**src/rtl/mem_access_pkg.sv**
```systemverilog
// mem_access_pkg: size encodings, lane-offset width and sequencer states for mem_access_ctrl.
package mem_access_pkg;
    localparam int OFF_W = 2;
    localparam logic [1:0] SZ_BYTE = 2'b00;
    localparam logic [1:0] SZ_HALF = 2'b01;
    localparam logic [1:0] SZ_WORD = 2'b10;
    typedef enum logic [2:0] {
        IDLE, RD_ISSUE, RD_DATA, RMW_RD, RMW_MERGE, WR, ERR, DONE
    } state_e;
endpackage

```
**src/rtl/mem_access_lane.sv**
```systemverilog
// mem_access_lane: big-endian lane extract/extend for loads and lane merge for sub-word stores.
module mem_access_lane
    import mem_access_pkg::*;
(
    input  logic [31:0]      word,
    input  logic [OFF_W-1:0] offset,
    input  logic [1:0]       size,
    input  logic             sign_ext,
    input  logic [31:0]      wdata,
    output logic [31:0]      load_val,
    output logic [31:0]      merged
);
    logic [4:0]  sh;
    logic [15:0] lane;
    logic [31:0] mask;
    always_comb begin
        // offset 0 is the most significant lane, so the shift counts down from the top
        sh = size == SZ_BYTE ? {~offset, 3'b000} : size == SZ_HALF ? {~offset[1], 4'b0000} : 5'd0;
        lane = 16'(word >> sh);
        mask = size == SZ_BYTE ? 32'hFF << sh : size == SZ_HALF ? 32'hFFFF << sh : '1;
        load_val = size == SZ_BYTE ? {{24{sign_ext & lane[7]}}, lane[7:0]} :
                   size == SZ_HALF ? {{16{sign_ext & lane[15]}}, lane[15:0]} : word;
        merged = (word & ~mask) | ((wdata << sh) & mask);
    end
endmodule

```
**src/rtl/mem_access_ctrl.sv**
```systemverilog
// mem_access_ctrl: sequences CPU byte/half/word loads and stores onto a single-port word RAM.
// MEM_ACCESS_ALIGN_CHECK_EN enables the misalignment error path; otherwise offending low bits are cleared.
module mem_access_ctrl
    import mem_access_pkg::*;
#(
    parameter int ADDR_W = 12
) (
    input  logic              clk,
    input  logic              rst,
    input  logic              req,
    input  logic              we,
    input  logic [31:0]       addr,
    input  logic [1:0]        size,
    input  logic              sign_ext,
    input  logic [31:0]       wdata,
    output logic [31:0]       rdata,
    output logic              ready,
    output logic              addr_err,
    output logic              ram_we,
    output logic [ADDR_W-1:0] ram_addr,
    output logic [31:0]       ram_din,
    input  logic [31:0]       ram_dout
);
    state_e            state_q, state_d;
    logic [ADDR_W+1:0] addr_q, addr_d;
    logic [1:0]        size_q, size_d;
    logic              sign_q, sign_d;
    logic [31:0]       wdata_q, wdata_d;
    logic [31:0]       rdata_q, rdata_d;
    logic [31:0]       load_val, merged;
    logic [1:0]        low_clr;
    logic              misal;
    logic              unused_addr_hi;

    assign unused_addr_hi = ^addr[31:ADDR_W+2];
    assign low_clr = size == SZ_HALF ? 2'b01 : size[1] ? 2'b11 : 2'b00;
`ifdef MEM_ACCESS_ALIGN_CHECK_EN
    assign misal    = |(addr[1:0] & low_clr);
    assign addr_err = state_q == ERR;
`else
    assign misal    = 1'b0;
    assign addr_err = 1'b0;
`endif
    assign ready    = state_q == DONE || state_q == ERR;
    assign ram_we   = state_q == WR;
    assign ram_addr = addr_q[ADDR_W+1:2];
    assign ram_din  = wdata_q;
    assign rdata    = rdata_q;

    mem_access_lane u_lane (
        .word     (ram_dout),
        .offset   (addr_q[1:0]),
        .size     (size_q),
        .sign_ext (sign_q),
        .wdata    (wdata_q),
        .load_val (load_val),
        .merged   (merged)
    );

    always_comb begin
        state_d = state_q;
        addr_d  = addr_q;
        size_d  = size_q;
        sign_d  = sign_q;
        wdata_d = wdata_q;
        rdata_d = rdata_q;
        case (state_q)
            IDLE: if (req) begin
                addr_d  = {addr[ADDR_W+1:2], addr[1:0] & ~low_clr};
                size_d  = size;
                sign_d  = sign_ext;
                wdata_d = wdata;
                state_d = misal ? ERR : !we ? RD_ISSUE : size[1] ? WR : RMW_RD;
            end
            RD_ISSUE: state_d = RD_DATA;
            RD_DATA: begin
                rdata_d = load_val;
                state_d = DONE;
            end
            RMW_RD: state_d = RMW_MERGE;
            // the merged word reuses the store-data register as the write word
            RMW_MERGE: begin
                wdata_d = merged;
                state_d = WR;
            end
            WR: state_d = DONE;
            default: state_d = IDLE;
        endcase
    end

    always_ff @(posedge clk) begin
        if (rst) begin
            state_q <= IDLE;
            addr_q  <= '0;
            size_q  <= SZ_BYTE;
            sign_q  <= 1'b0;
            wdata_q <= '0;
            rdata_q <= '0;
        end else begin
            state_q <= state_d;
            addr_q  <= addr_d;
            size_q  <= size_d;
            sign_q  <= sign_d;
            wdata_q <= wdata_d;
            rdata_q <= rdata_d;
        end
    end
endmodule

```
**config.mk**
```make
export PLATFORM = sky130hd
export DESIGN_NAME = mem_access_ctrl
export DESIGN_NICKNAME = d
export VERILOG_FILES = /design/src/rtl/mem_access_pkg.sv /design/src/rtl/mem_access_lane.sv /design/src/rtl/mem_access_ctrl.sv
export SDC_FILE = /design/constraint.sdc
export NUM_CORES = 1
export LEC_CHECK = 0
export BUFFER_PORTS_ARGS = -buffer_cell sky130_fd_sc_hd__buf_2
export CAP_MARGIN = 20
export CORE_AREA = 2 2 112 114
export CTS_CLUSTER_SIZE = 25
export DETAILED_ROUTE_END_ITERATION = 6
export DIE_AREA = 0 0 114 116
export PLACE_DENSITY = 0.78
export SYNTH_ARGS = -nofsm -noshare
export SYNTH_HDL_FRONTEND = slang
export SYNTH_SLANG_ARGS = --single-unit
```
**constraint.sdc**
```tcl
create_clock -name clk -period 3.39 [get_ports clk]
set_clock_uncertainty 0.05 [all_clocks]
set_input_delay 0.678 -clock clk [delete_from_list [all_inputs] [get_ports clk]]
set_output_delay 0.678 -clock clk [all_outputs]
set_load 0.03 [all_outputs]
```
After elaboration in Yosys (flattened, before gate mapping):

Index checks and enable logic that the tools add are counted.

* eq/ne operators: 10
* shifts and indexed selects: 4
* muxes and demuxes: 14
* bitwise gates (word level): 10
* reductions and logical operators: 7

Operator list (number)
* $mux W32: 5
* $and A32 B32 Y32: 2
* $pmux W32 S2: 1
* $not A32 Y32: 1
* $or A32 B32 Y32: 1
* $shl A16 B5 Y32 const A: 1
* $shl A32 B5 Y32: 1
* $shl A8 B5 Y32 const A: 1
* $shr A32 B5 Y16: 1
* $pmux W3 S5: 1
* $eq A3 B3 Y1 const B: 4
* $mux W5: 2
* $mux W3: 3
* $eq A3 B2 Y1 const B: 2
* $eq A2 B1 Y1 const B: 2
* $mux W2: 2
* $not A2 Y2: 2
* $reduce_and A2 Y1: 2
* $eq A3 B1 Y1 const B: 1
* $logic_not A3 Y1: 1
* $and A1 B1 Y1: 2
* $and A2 B2 Y2: 1
* $logic_not A2 Y1: 1
* $ne A2 B2 Y1 const B: 1
* other kinds (4): 4

* bits in registers: 84
* input bits: 103
* output and inout port bits: 79
* logic and storage cells: 51

Depth between registers and ports, before layout:

Gate-level depths: netlist (run 1).

* depth in word-level cells: 10
* gate-level depth with buffers: 10
* mapped depth without buffers: 7

Modules after synthesis:

Synthesis (run 1) repeated with hierarchy kept, for this count alone.

* cell total of the unflattened synthesis: 678
* area, all modules: 5186.2 sq um

By module, submodules not included
* mem_access_ctrl: instances 1, cells each 397, area each 3469.6 sq um
* mem_access_lane: instances 1, cells each 281, area each 1716.6 sq um

Worst setup path before layout (run 1):

No wires, ideal clock.

* path kind: register to register
* start point: register addr_q[1]
* end point: register with a tool-made name
* setup time: 117 ps
* data arrival time: 2409 ps
* slack: 814 ps
* stages on the path, launching flop included: 11
* period minus slack after synthesis: 2576 ps
* cell sequence: dfxtp_1 > or2_2 > buf_2 > inv_1 > buf_4 > ha_1 > a21o_1 > o21ba_2 > buf_2 > a221o_1 > a32o_1

RTL lines
* start, declared: RTL line mem_access_ctrl.sv:25 `logic [ADDR_W+1:0] addr_q, addr_d;`
* start signal, assigned: RTL line mem_access_ctrl.sv:101 `addr_q <= addr_d;`

==> results of run 1 <==
==> report_power, final <==
group	internal (W)	switching (W)	total (W)
logic	0.000526	0.000955	0.00148
registers	0.00115	0.000151	0.00130
clock network	0.000504	0.000429	0.000933
==> synth_stat cells (9+ instances only) <==
library cell / number
buf_4: 15
a311oi_1: 9
a211oi_1: 23
clkbuf_1: 28
a22o_1: 15
buf_2: 22
o21ai_0: 13
nand2_1: 74
a211oi_2: 10
nor2_1: 66
a21oi_1: 44
mux2_2: 14
a221oi_1: 12
dfxtp_1: 84
==> per-layer routing <==
metal / vias to the layer above / GRT usage (%)
li1: 2351 / -
met1: 2231 / 33.9
met2: 268 / 37.2
met3: 29 / 6.22
met4: 0 / 6.67
met5: - / 0
==> worst reg2reg max path: cells and delay by family (launching register included) <==
family	cells	cell delay, ns
AOI/OAI and AO/OA	2	0.52
adders and majority gates	1	0.24
buffers and inverters	1	0.33
DFF	1	0.36
and+or+nand+nor	3	1.19
==> cells in the final DEF, fill, tap and decap left out, types with 5 or more instances in the layout <==
| cell | n |
|---|---|
| mux2i_1 | 8 |
| o21ai_0 | 13 |
| or3b_2 | 8 |
| inv_1 | 7 |
| a221oi_1 | 12 |
| o41a_1 | 8 |
| a222oi_1 | 7 |
| a211oi_1 | 23 |
| dfxtp_1 | 84 |
| clkbuf_16 | 9 |
| a211oi_2 | 10 |
| o31ai_1 | 8 |
| nand2b_1 | 5 |
| or2_2 | 6 |
| a31o_2 | 8 |
| nor2_1 | 66 |
| a21oi_1 | 44 |
| a22o_1 | 15 |
| a311oi_1 | 9 |
| buf_4 | 14 |
| buf_2 | 162 |
| nand2_1 | 74 |
| o221a_2 | 8 |
| mux2_2 | 14 |
==> area by class of cell <==
| cell class | instances | area, sq um |
|---|---|---|
| inverter | 8 | 30.0 |
| fill | 1184 | 6010 |
| clock inverter | 6 | 50.0 |
| multi-input combinational | 410 | 2760 |
| clock buffer | 10 | 229 |
| sequential | 84 | 1680 |
| tap | 147 | 184 |
| timing repair buffer | 178 | 963 |
==> final timing paths <==
check	startpoint	end	slack [ns]	depth (start not counted)
worst max-delay path	size_q[1]	register	0.62	7
worst min-delay path	addr_q[9]	addr_q[9]	0.41	2
worst max register to register	size_q[1]	register	0.62	7
worst min register to register	addr_q[9]	addr_q[9]	0.41	2
==> metrics by stage <==
stage | power [W] | hold slack [ns] | cells
global route | 0.00391 | 0.420 | 843
global placement | 0.00275 | 0.389 | 825
finish | 0.00372 | 0.405 | 843
detailed placement | 0.00277 | 0.396 | 825
floorplan | 0.00237 | 0.387 | 570
CTS | 0.00370 | 0.406 | 841
==> kinds of logic after synthesis <==
group,Yosys count,synth area share (%)
compound gates,193,31.8
simple gates,191,19.4
flops,84,34.9
buf+inv,76,8.13
mux,23,5.17
fa+ha+maj,2,0.519
other cells,1,0.0778
==> summary.md, run 1 <==
| Metric | Value |
|---|---|
| Number of buffers created by CTS | 9 |
| Number of antenna-violating nets in the routed design | 0 |
| Required time at the worst-slack endpoint | 3.60 ns |
| Maximum fanout along the worst path | 15 |
| Via count | 4879 |
| Buffer count from post-CTS setup fixing | 0 |
| Post-layout min period | 2.77 ns |
| Vias per cell | 5.79 |
| Met2 routed WL | a little over 7 mm |
| Number of synthesized flops with an enable pin | 0 |
| Max-slew violations | 0 |
| Final hold violations | 0 |
| Kind of critical path | reg -> reg |
| Layout cell share with drive strength beyond 1 | between 30% and 40% |
| Antenna fix cells | 0 |
| Row count | 40 |
| Final worst-path setup slack | 0.622 ns |
| Core region area | approximately 12000 sq um |
| Ys flop type | dfxtp_1 |
| Setup crit end kind | register |
| RSZ-0062 raised after global routing | no |
| Worst-path cell with the longest stage delay | nor2b_1 |
| Warning count from the yosys run | 0 |
| Critical path, cell by cell | or2_2 -> inv_1 -> ha_1 -> nor2b_1 -> o311ai_1 -> and2_1 -> a311oi_1 |
| DRC viols | 0 |
| TritonCTS clock tree | yes |
| Status | complete, no violations |
| CP max stage delay | 0.61 ns |
| Total gr overflow | 0 |
| Sum of net half-perimeters after detailed placement | 11.8 mm |
| Antenna violations before repair | 0 |
| Worst hold-check path type | reg -> reg |
| Arrival time of the worst setup path | 2.98 ns |
| Number of global-route vias before repair | 4360 |
| Share of the core filled with cells | 49.5% |
| Placer congestion estimate | ~0.94 |
| Per-instance average area after synthesis | 8.45 sq um |
| Area after detailed placement | 5570 sq um |
| Max cap viols | 0 |
| Clock latency at the later pin of the worst-skew pair | around 0.35 ns |
| Timing-limited maximum frequency | ~360 MHz |
| Power density relative to cell area | 631 nW/um^2 |
| Clock Sinks | 84 |
| DIE WIDTH | between 100 and 150 microns |
| Count of buffers inserted at the top-level ports | about 160 |
| Clock transition at the registers of the reported paths | 0.06 ns |
| Cell family with most CP delay | simple AND/OR/NAND/NOR gates |
| Library cell with the largest summed area after synthesis | dfxtp_1 |
| Overall fraction of global-route tracks in use | between 20% and 30% |
| Max_slew headroom | 50.3% |
| Portion of the post-synthesis area used by sequential elements | 34.9% |
| Crit path buf inv count | 1 |
| Share of synthesized registers carrying an async set or reset | 0% |
| Area of the die | 13200 sq um |
| Overall die height | 116 microns |
| Final setup violation count | 0 |
| Worst setup slack after placement | 0.678 ns |
| Final design area excluding fillers | 5900 sq um |
| Portion of the clock cycle consumed by the worst path in the final layout | 81.7% |
| DRT iter0 DRCs | 748 |
| Count of cell types in the netlist | 60 |
| Met1 WL | 7.15 mm |
| Net count, final | 796 |
| Pin count of the biggest net entering global routing | 59 |
| Top cells by area, synth | dfxtp_1, nand2_1, nor2_1 |
| Root Buffer | clkbuf_16 |
| Number of buffers inserted for hold repair after clock tree synthesis | 0 |
| First-pass GRT wire length | 24.6 mm |
| Mapped Nets | around 680 |
| Number of levels the H-tree was split into | 3 |
| Resized cells post-CTS | 0 |
| Pleak | 2.54 nW |
| DR WL met3 | 1.56 mm |
| Area fraction of the dominant cell type after synthesis | between 30% and 40% |
| Summed negative setup slack over all endpoints | 0 ns |
| Effective utilization at floorplan | 40.5% |
| Flip-flop and latch count after synthesis | 84 |
| Wire length per cell after detailed routing | 19.2 microns |
| Gate Count Post-Synth | 570 |
| Synth-to-layout area growth | 22.4% |
| Buffer levels on the longest clock path | 2 |
| Worst-Margin Slew | 0.744 ns |
| Final WL | 16.2 mm |
| CP Launch Type | register |
| Synthesized area | 4820 sq um |
| Detailed Routing Iterations Pass 1 | 7 |
| Count of pins on the block boundary | approximately 180 |
| Highest metal layer used by the detailed router | met4 |
| Maximum resistive drop on vdd | 319 uV |
Note: power is estimated with default switching activity, not from simulation.
==> run 2, diff against run 1 <==
==> constraint.sdc (replaced) <==
create_clock -name clk -period 2.7 [get_ports clk]
set_clock_uncertainty 0.05 [all_clocks]
set_input_delay 0.54 -clock clk [delete_from_list [all_inputs] [get_ports clk]]
set_output_delay 0.54 -clock clk [all_outputs]
set_load 0.03 [all_outputs]
==> summary.md, run 2 (synthesis gave the netlist of run 1 again) <==
| Metric | Value |
|---|---|
| Number of antenna-violating nets in the routed design | 0 (unchanged) |
| DRT iter0 DRCs | 527 (-30%) |
| Pleak | 2.56 nW (+0.71%) |
| Setup crit end kind | register |
| Wire length per cell after detailed routing | 19.2 microns (+0.17%) |
| Total gr overflow | 0 (unchanged) |
| Number of buffers created by CTS | 9 (unchanged) |
| Core region area | 11900 sq um (unchanged) |
| Max-slew violations | 0 (unchanged) |
| Via count | 4925 (+0.94%) |
| Number of inserted filler cells in the final layout | 1177 (-0.59%) |
| Required time at the worst-slack endpoint | 2.89 ns (-0.71 ns) |
| Status | complete, no violations |
| Timing-limited maximum frequency | 432 MHz (+20%) |
| Worst-path cell with the longest stage delay | or2_2 |
| Multi-input logic area | 2760 sq um (about the same) |
| Clock transition at the registers of the reported paths | 0.06 ns (about the same) |
| Summed negative setup slack over all endpoints | 0 ns (unchanged) |
| Portion of the clock cycle consumed by the worst path in the final layout | 85.8% (+4.1 points) |
| Arrival time of the worst setup path | 2.51 ns (-0.47 ns) |
| Sum of net half-perimeters after detailed placement | 12.0 mm (+1.9%) |
| Post-layout min period | 2.32 ns (-0.452 ns) |
| Kind of critical path | reg -> reg |
| Net count, final | 799 (+0.38%) |
| Pin count of the biggest net entering global routing | 47 (-20%) |
| Final design area excluding fillers | 5930 sq um (+0.57%) |
| Worst-Margin Slew | 0.606 ns (-0.138 ns) |
| Final setup violation count | 0 (unchanged) |
| Maximum fanout along the worst path | 11 (-4) |
| Antenna fix cells | 0 (unchanged) |
| Commonest cells after routing, fill and taps aside | buf_2, dfxtp_1, nand2_1 |
| TritonCTS clock tree | yes |
| Crit path launch | size_q[1] |
| Count of pins on the block boundary | 182 (unchanged) |
| Number of global-route vias before repair | 4541 (+4.2%) |
| Clock Sinks | 84 (unchanged) |
| Worst hold-check path type | in -> reg |
| Most common cell after layout, fill and taps aside | buf_2 |
| Count of buffers inserted at the top-level ports | 162 (unchanged) |
| Layout cell share with drive strength beyond 1 | 38.2% (+0.55 points) |
| Critical path, cell by cell | or2_2 -> inv_1 -> ha_1 -> a21o_1 -> o21ba_2 -> a221o_1 -> a32o_1 |
| Antenna violations before repair | 0 (unchanged) |
| CP max stage delay | 0.40 ns (-0.21 ns) |
| Storage cell area | 1680 sq um (unchanged) |
| Overall die height | 116 microns (unchanged) |
| First-pass GRT wire length | 25.1 mm (+2.1%) |
| Area of the die | 13200 sq um (unchanged) |
| Row count | 40 (unchanged) |
| CP Launch Type | register |
| Share of the core filled with cells | 49.8% (+0.28 points) |
| Overall fraction of global-route tracks in use | 24.9% (+0.62 points) |
| Buffer levels on the longest clock path | 2 (unchanged) |
| Vias per cell | 5.82 (+0.58%) |
| DRC viols | 0 (unchanged) |
| Max_slew headroom | 58.9% (+8.7 points) |
| Power Total | 0.00481 W (+29%) |
| RSZ-0062 raised after global routing | no |
| RR Startpoint | size_q[1] |
| Synth-to-layout area growth | 23.1% |
| Power density relative to cell area | 811 nW/um^2 (+29%) |
| Root Buffer | clkbuf_16 |
| Effective utilization at floorplan | 40.5% (unchanged) |
| Max cap viols | 0 (unchanged) |
| Area after detailed placement | 5610 sq um (+0.67%) |
| Number of levels the H-tree was split into | 3 (unchanged) |
| Placer congestion estimate | 0.944 (+0.58%) |
| Final hold violations | 0 (unchanged) |
| Final WL | 16.3 mm (+0.53%) |
| Maximum resistive drop on vdd | 435 uV (+37%) |
| Detailed Routing Iterations Pass 1 | 6 (-1) |
| Clock latency at the later pin of the worst-skew pair | 0.35 ns (about the same) |
| DIE WIDTH | 114 microns (unchanged) |
| Number of buffers inserted for hold repair after clock tree synthesis | 0 (unchanged) |
| Beginning of the worst hold path | addr[4] |
[run 2: metal layers]
layer	global-route usage, %	share of wire [%]
met1	34.7	42
met4	10.3	2.6
met3	5.28	12
met2	37.4	44
met5	0	0
[run 2: report_power, final]
part | internal [W] | switching [W]
Clock | 0.000795 | 0.000519
Combinational | 0.000657 | 0.00120
Sequential | 0.00145 | 0.000187
[run 2: what timing repair did]
action / CTS / global route
setup buffers: 0 / 0
setup endpoints to repair: 0 / 4
hold endpoints to repair: 0 / 0
resized for setup: 0 / 1
[run 2: worst max-delay path, delay by kind of cell, from the launching register on]
kind | cells | cell delay, ns
AOI/OAI and AO/OA | 4 | 1.07
adders and majority gates | 1 | 0.23
buffers and inverters | 1 | 0.11
DFF | 1 | 0.34
and+or+nand+nor | 1 | 0.40
[run 2: final cells by class]
class	instances	share of cell area [%]
multi-input combinational	410	46.6
sequential	84	28.4
timing repair buffer	181	16.1
clock buffer	12	4.49
tap	147	3.10
clock inverter	4	0.907
inverter	8	0.506
[run 2: final timing paths]
check | slack (ns) | to | depth (start not counted)
worst max-delay path | 0.38 | register | 7
worst min-delay path | 0.37 | addr_q[4] | 3
worst max register to register | 0.38 | register | 7
worst min register to register | 0.40 | addr_q[5] | 2
[run 2: metrics by stage]
| stage | instances | hold slack, ns | setup WS, ns |
|---|---|---|---|
| finish | 846 | 0.374 | 0.384 |
| global route | 846 | 0.372 | 0.159 |
| CTS | 846 | 0.362 | 0.196 |
| detailed placement | 830 | 0.395 | 0.227 |
| global placement | 830 | 0.389 | 0.269 |
| floorplan | 570 | 0.387 | 0.124 |
==> run 3, diff against run 2 <==
==> constraint.sdc (replaced) <==
create_clock -name clk -period 2.21 [get_ports clk]
set_clock_uncertainty 0.05 [all_clocks]
set_input_delay 0.442 -clock clk [delete_from_list [all_inputs] [get_ports clk]]
set_output_delay 0.442 -clock clk [all_outputs]
set_load 0.03 [all_outputs]
==> summary.md, run 3 (synthesis gave the netlist of run 1 again) <==
| Metric | Value |
|---|---|
| Area of the die | 13200 sq um (unchanged) |
| Overall die height | 116 microns (unchanged) |
| Area after detailed placement | 5690 sq um (+1.4%) |
| Clock latency at the later pin of the worst-skew pair | 0.35 ns (about the same) |
| Pleak | 2.60 nW (+1.5%) |
| Violated checks | design-rule violations |
| Timing-limited maximum frequency | 476 MHz (+10%) |
| Max cap viols | 0 (unchanged) |
| DRC viols | 7 (+7) |
| Count of buffers inserted at the top-level ports | 162 (unchanged) |
| Portion of the clock cycle consumed by the worst path in the final layout | 95.1% (+9.3 points) |
| Net count, final | 805 (+0.75%) |
| Number of levels the H-tree was split into | 3 (unchanged) |
| Placed Cells incl. Taps | 834 (+0.48%) |
| Final hold violations | 0 (unchanged) |
| Number of buffers created by CTS | 9 (unchanged) |
| Antenna fix cells | 0 (unchanged) |
| Hold slack | 0.270 ns (-0.104 ns) |
| Final WL | 16.4 mm (+0.96%) |
| Power density relative to cell area | 992 nW/um^2 (+22%) |
| Number of antenna-violating nets in the routed design | 0 (unchanged) |
| Row count | 40 (unchanged) |
| Post-layout min period | 2.10 ns (-0.215 ns) |
| Final Non-Filler Cells | 852 (+0.71%) |
| Worst-path cell with the longest stage delay | or4_1 |
| Setup crit end kind | register |
| Synth-to-layout area growth | 25.4% |
| Root Buffer | clkbuf_16 |
| Pin count of the biggest net entering global routing | 43 (-8.5%) |
| CP max stage delay | 0.47 ns (+0.07 ns) |
| Crit path launch | size_q[1] |
| TritonCTS clock tree | yes |
| Instance count on the critical path | 7 (unchanged) |
| Status | finished with violations |
| Commonest cells after routing, fill and taps aside | buf_2, dfxtp_1, nand2_1 |
| Sum of net half-perimeters after detailed placement | 12.1 mm (+0.97%) |
| Via count | 5059 (+2.7%) |
| Arrival time of the worst setup path | 2.31 ns (-0.20 ns) |
| CP Launch Type | register |
| Hold path depth | 3 (unchanged) |
| First-pass GRT wire length | 25.1 mm (about the same) |
| DIE WIDTH | 114 microns (unchanged) |
| Crit path buf inv count | 1 (unchanged) |
| Number of buffers inserted for hold repair after clock tree synthesis | 0 (unchanged) |
| Share of the core filled with cells | 50.7% (+0.93 points) |
| Required time at the worst-slack endpoint | 2.42 ns (-0.47 ns) |
| Kind of critical path | reg -> reg |
| Most common cell after layout, fill and taps aside | buf_2 |
| Total gr overflow | 0 (unchanged) |
| Effective utilization at floorplan | 40.5% (unchanged) |
| Clock transition at the registers of the reported paths | 0.07 ns (about the same) |
| Max-slew violations | 0 (unchanged) |
| R2R Setup Slk | 0.11 ns (-0.27 ns) |
| Beginning of the worst hold path | addr[2] |
| Worst-Margin Slew | 0.940 ns (+0.334 ns) |
| Buffer levels on the longest clock path | 2 (unchanged) |
| Placer congestion estimate | 0.954 (+1.0%) |
| Layout cell share with drive strength beyond 1 | 39.4% (+1.2 points) |
| Maximum resistive drop on vdd | 430 uV (-1.3%) |
| Worst hold-check path type | in -> reg |
| Maximum fanout along the worst path | 5 (-6) |
| Number of cells traversed by the worst register-to-register path | 7 (unchanged) |
| Number of global-route vias before repair | 4603 (+1.4%) |
| Core region area | 11900 sq um (unchanged) |
| Count of pins on the block boundary | 182 (unchanged) |
| DRT iter0 DRCs | 612 (+16%) |
| Cell family with most CP delay | simple AND/OR/NAND/NOR gates |
| RR Startpoint | size_q[1] |
| Detailed Routing Iterations Pass 1 | 7 (+1) |
| Vias per cell | 5.94 (+2.0%) |
| Wire length per cell after detailed routing | 19.3 microns (+0.25%) |
| Final design area excluding fillers | 6040 sq um (+1.9%) |
| Critical path, cell by cell | or2_4 -> inv_4 -> ha_4 -> a21o_1 -> o211a_1 -> or4_1 -> o32ai_1 |
| Max_slew headroom | 36.6% (-22 points) |
| Clock Sinks | 84 (unchanged) |
| Overall fraction of global-route tracks in use | 24.7% (-0.19 points) |
| RSZ-0062 raised after global routing | no |
| Final setup violation count | 0 (unchanged) |
| Number of inserted filler cells in the final layout | 1169 (-0.68%) |
| Antenna violations before repair | 0 (unchanged) |
[run 3: cell count changes in the layout (fill, tap and decap cells not counted), sizes merged]
cell and delta:
buf +6, bufinv +1, clkbuf -1, clkinv +1
clkinvlp -1
[run 3: area by class of cell]
type                       instances  area [sq um]  share of cell area [%]
inverter                           8          32.5                   0.538
tap                              147           184                    3.04
multi-input combinational        410          2800                    46.3
clock buffer                      11           233                    3.85
timing repair buffer             187          1030                    17.0
clock inverter                     5          85.1                    1.41
sequential                        84          1690                    27.9
[run 3: where the power goes]
group | total [W] | switching, W | internal [W]
clock network | 0.00164 | 0.000641 | 0.000997
logic | 0.00237 | 0.00151 | 0.000860
registers | 0.00199 | 0.000217 | 0.00177
[run 3: worst reg2reg max path, cell delays in order, from the launching register on]
cell and delay, ns:
dfxtp_2 0.35, or2_4 0.27, inv_4 0.07, ha_4 0.19, a21o_1 0.21, o211a_1 0.28
or4_1 0.48, o32ai_1 0.12
[run 3: layer usage]
layer  vias up  routed length (microns)  global-route usage, %
li1       2358                        -                      -
met2       313                     7260                   37.3
met5         -                        0                      0
met3        24                     1810                   5.65
met1      2364                     7020                   34.3
met4         0                      340                   9.59
[run 3: metrics by stage]
stage / power [W] / setup TNS [ns] / setup slack, ns
after floorplan: 0.00366 / -0.108 / -0.0272
after global placement: 0.00430 / 0 / 0.0311
after detailed placement: 0.00434 / 0 / 0.0177
after CTS: 0.00597 / 0 / 0.0571
after global routing: 0.00628 / 0 / 0.0146
final: 0.00600 / 0 / 0.109
[run 3: worst min path at each step]
stage                            end  slack, ns
final                      addr_q[2]       0.27
after global routing       addr_q[5]       0.27
after CTS                  addr_q[2]       0.26
after detailed placement   addr_q[2]       0.40
after global placement     addr_q[9]       0.39
after floorplan           addr_q[10]       0.39
[run 3: timing repair]
item / 4_1_cts / 5_1_grt
buffers inserted: 0 / 2
pin swaps: 0 / 1
endpoints found under the hold margin: 0 / 0
endpoints found under the setup margin: 2 / 12
resized for setup: 1 / 5
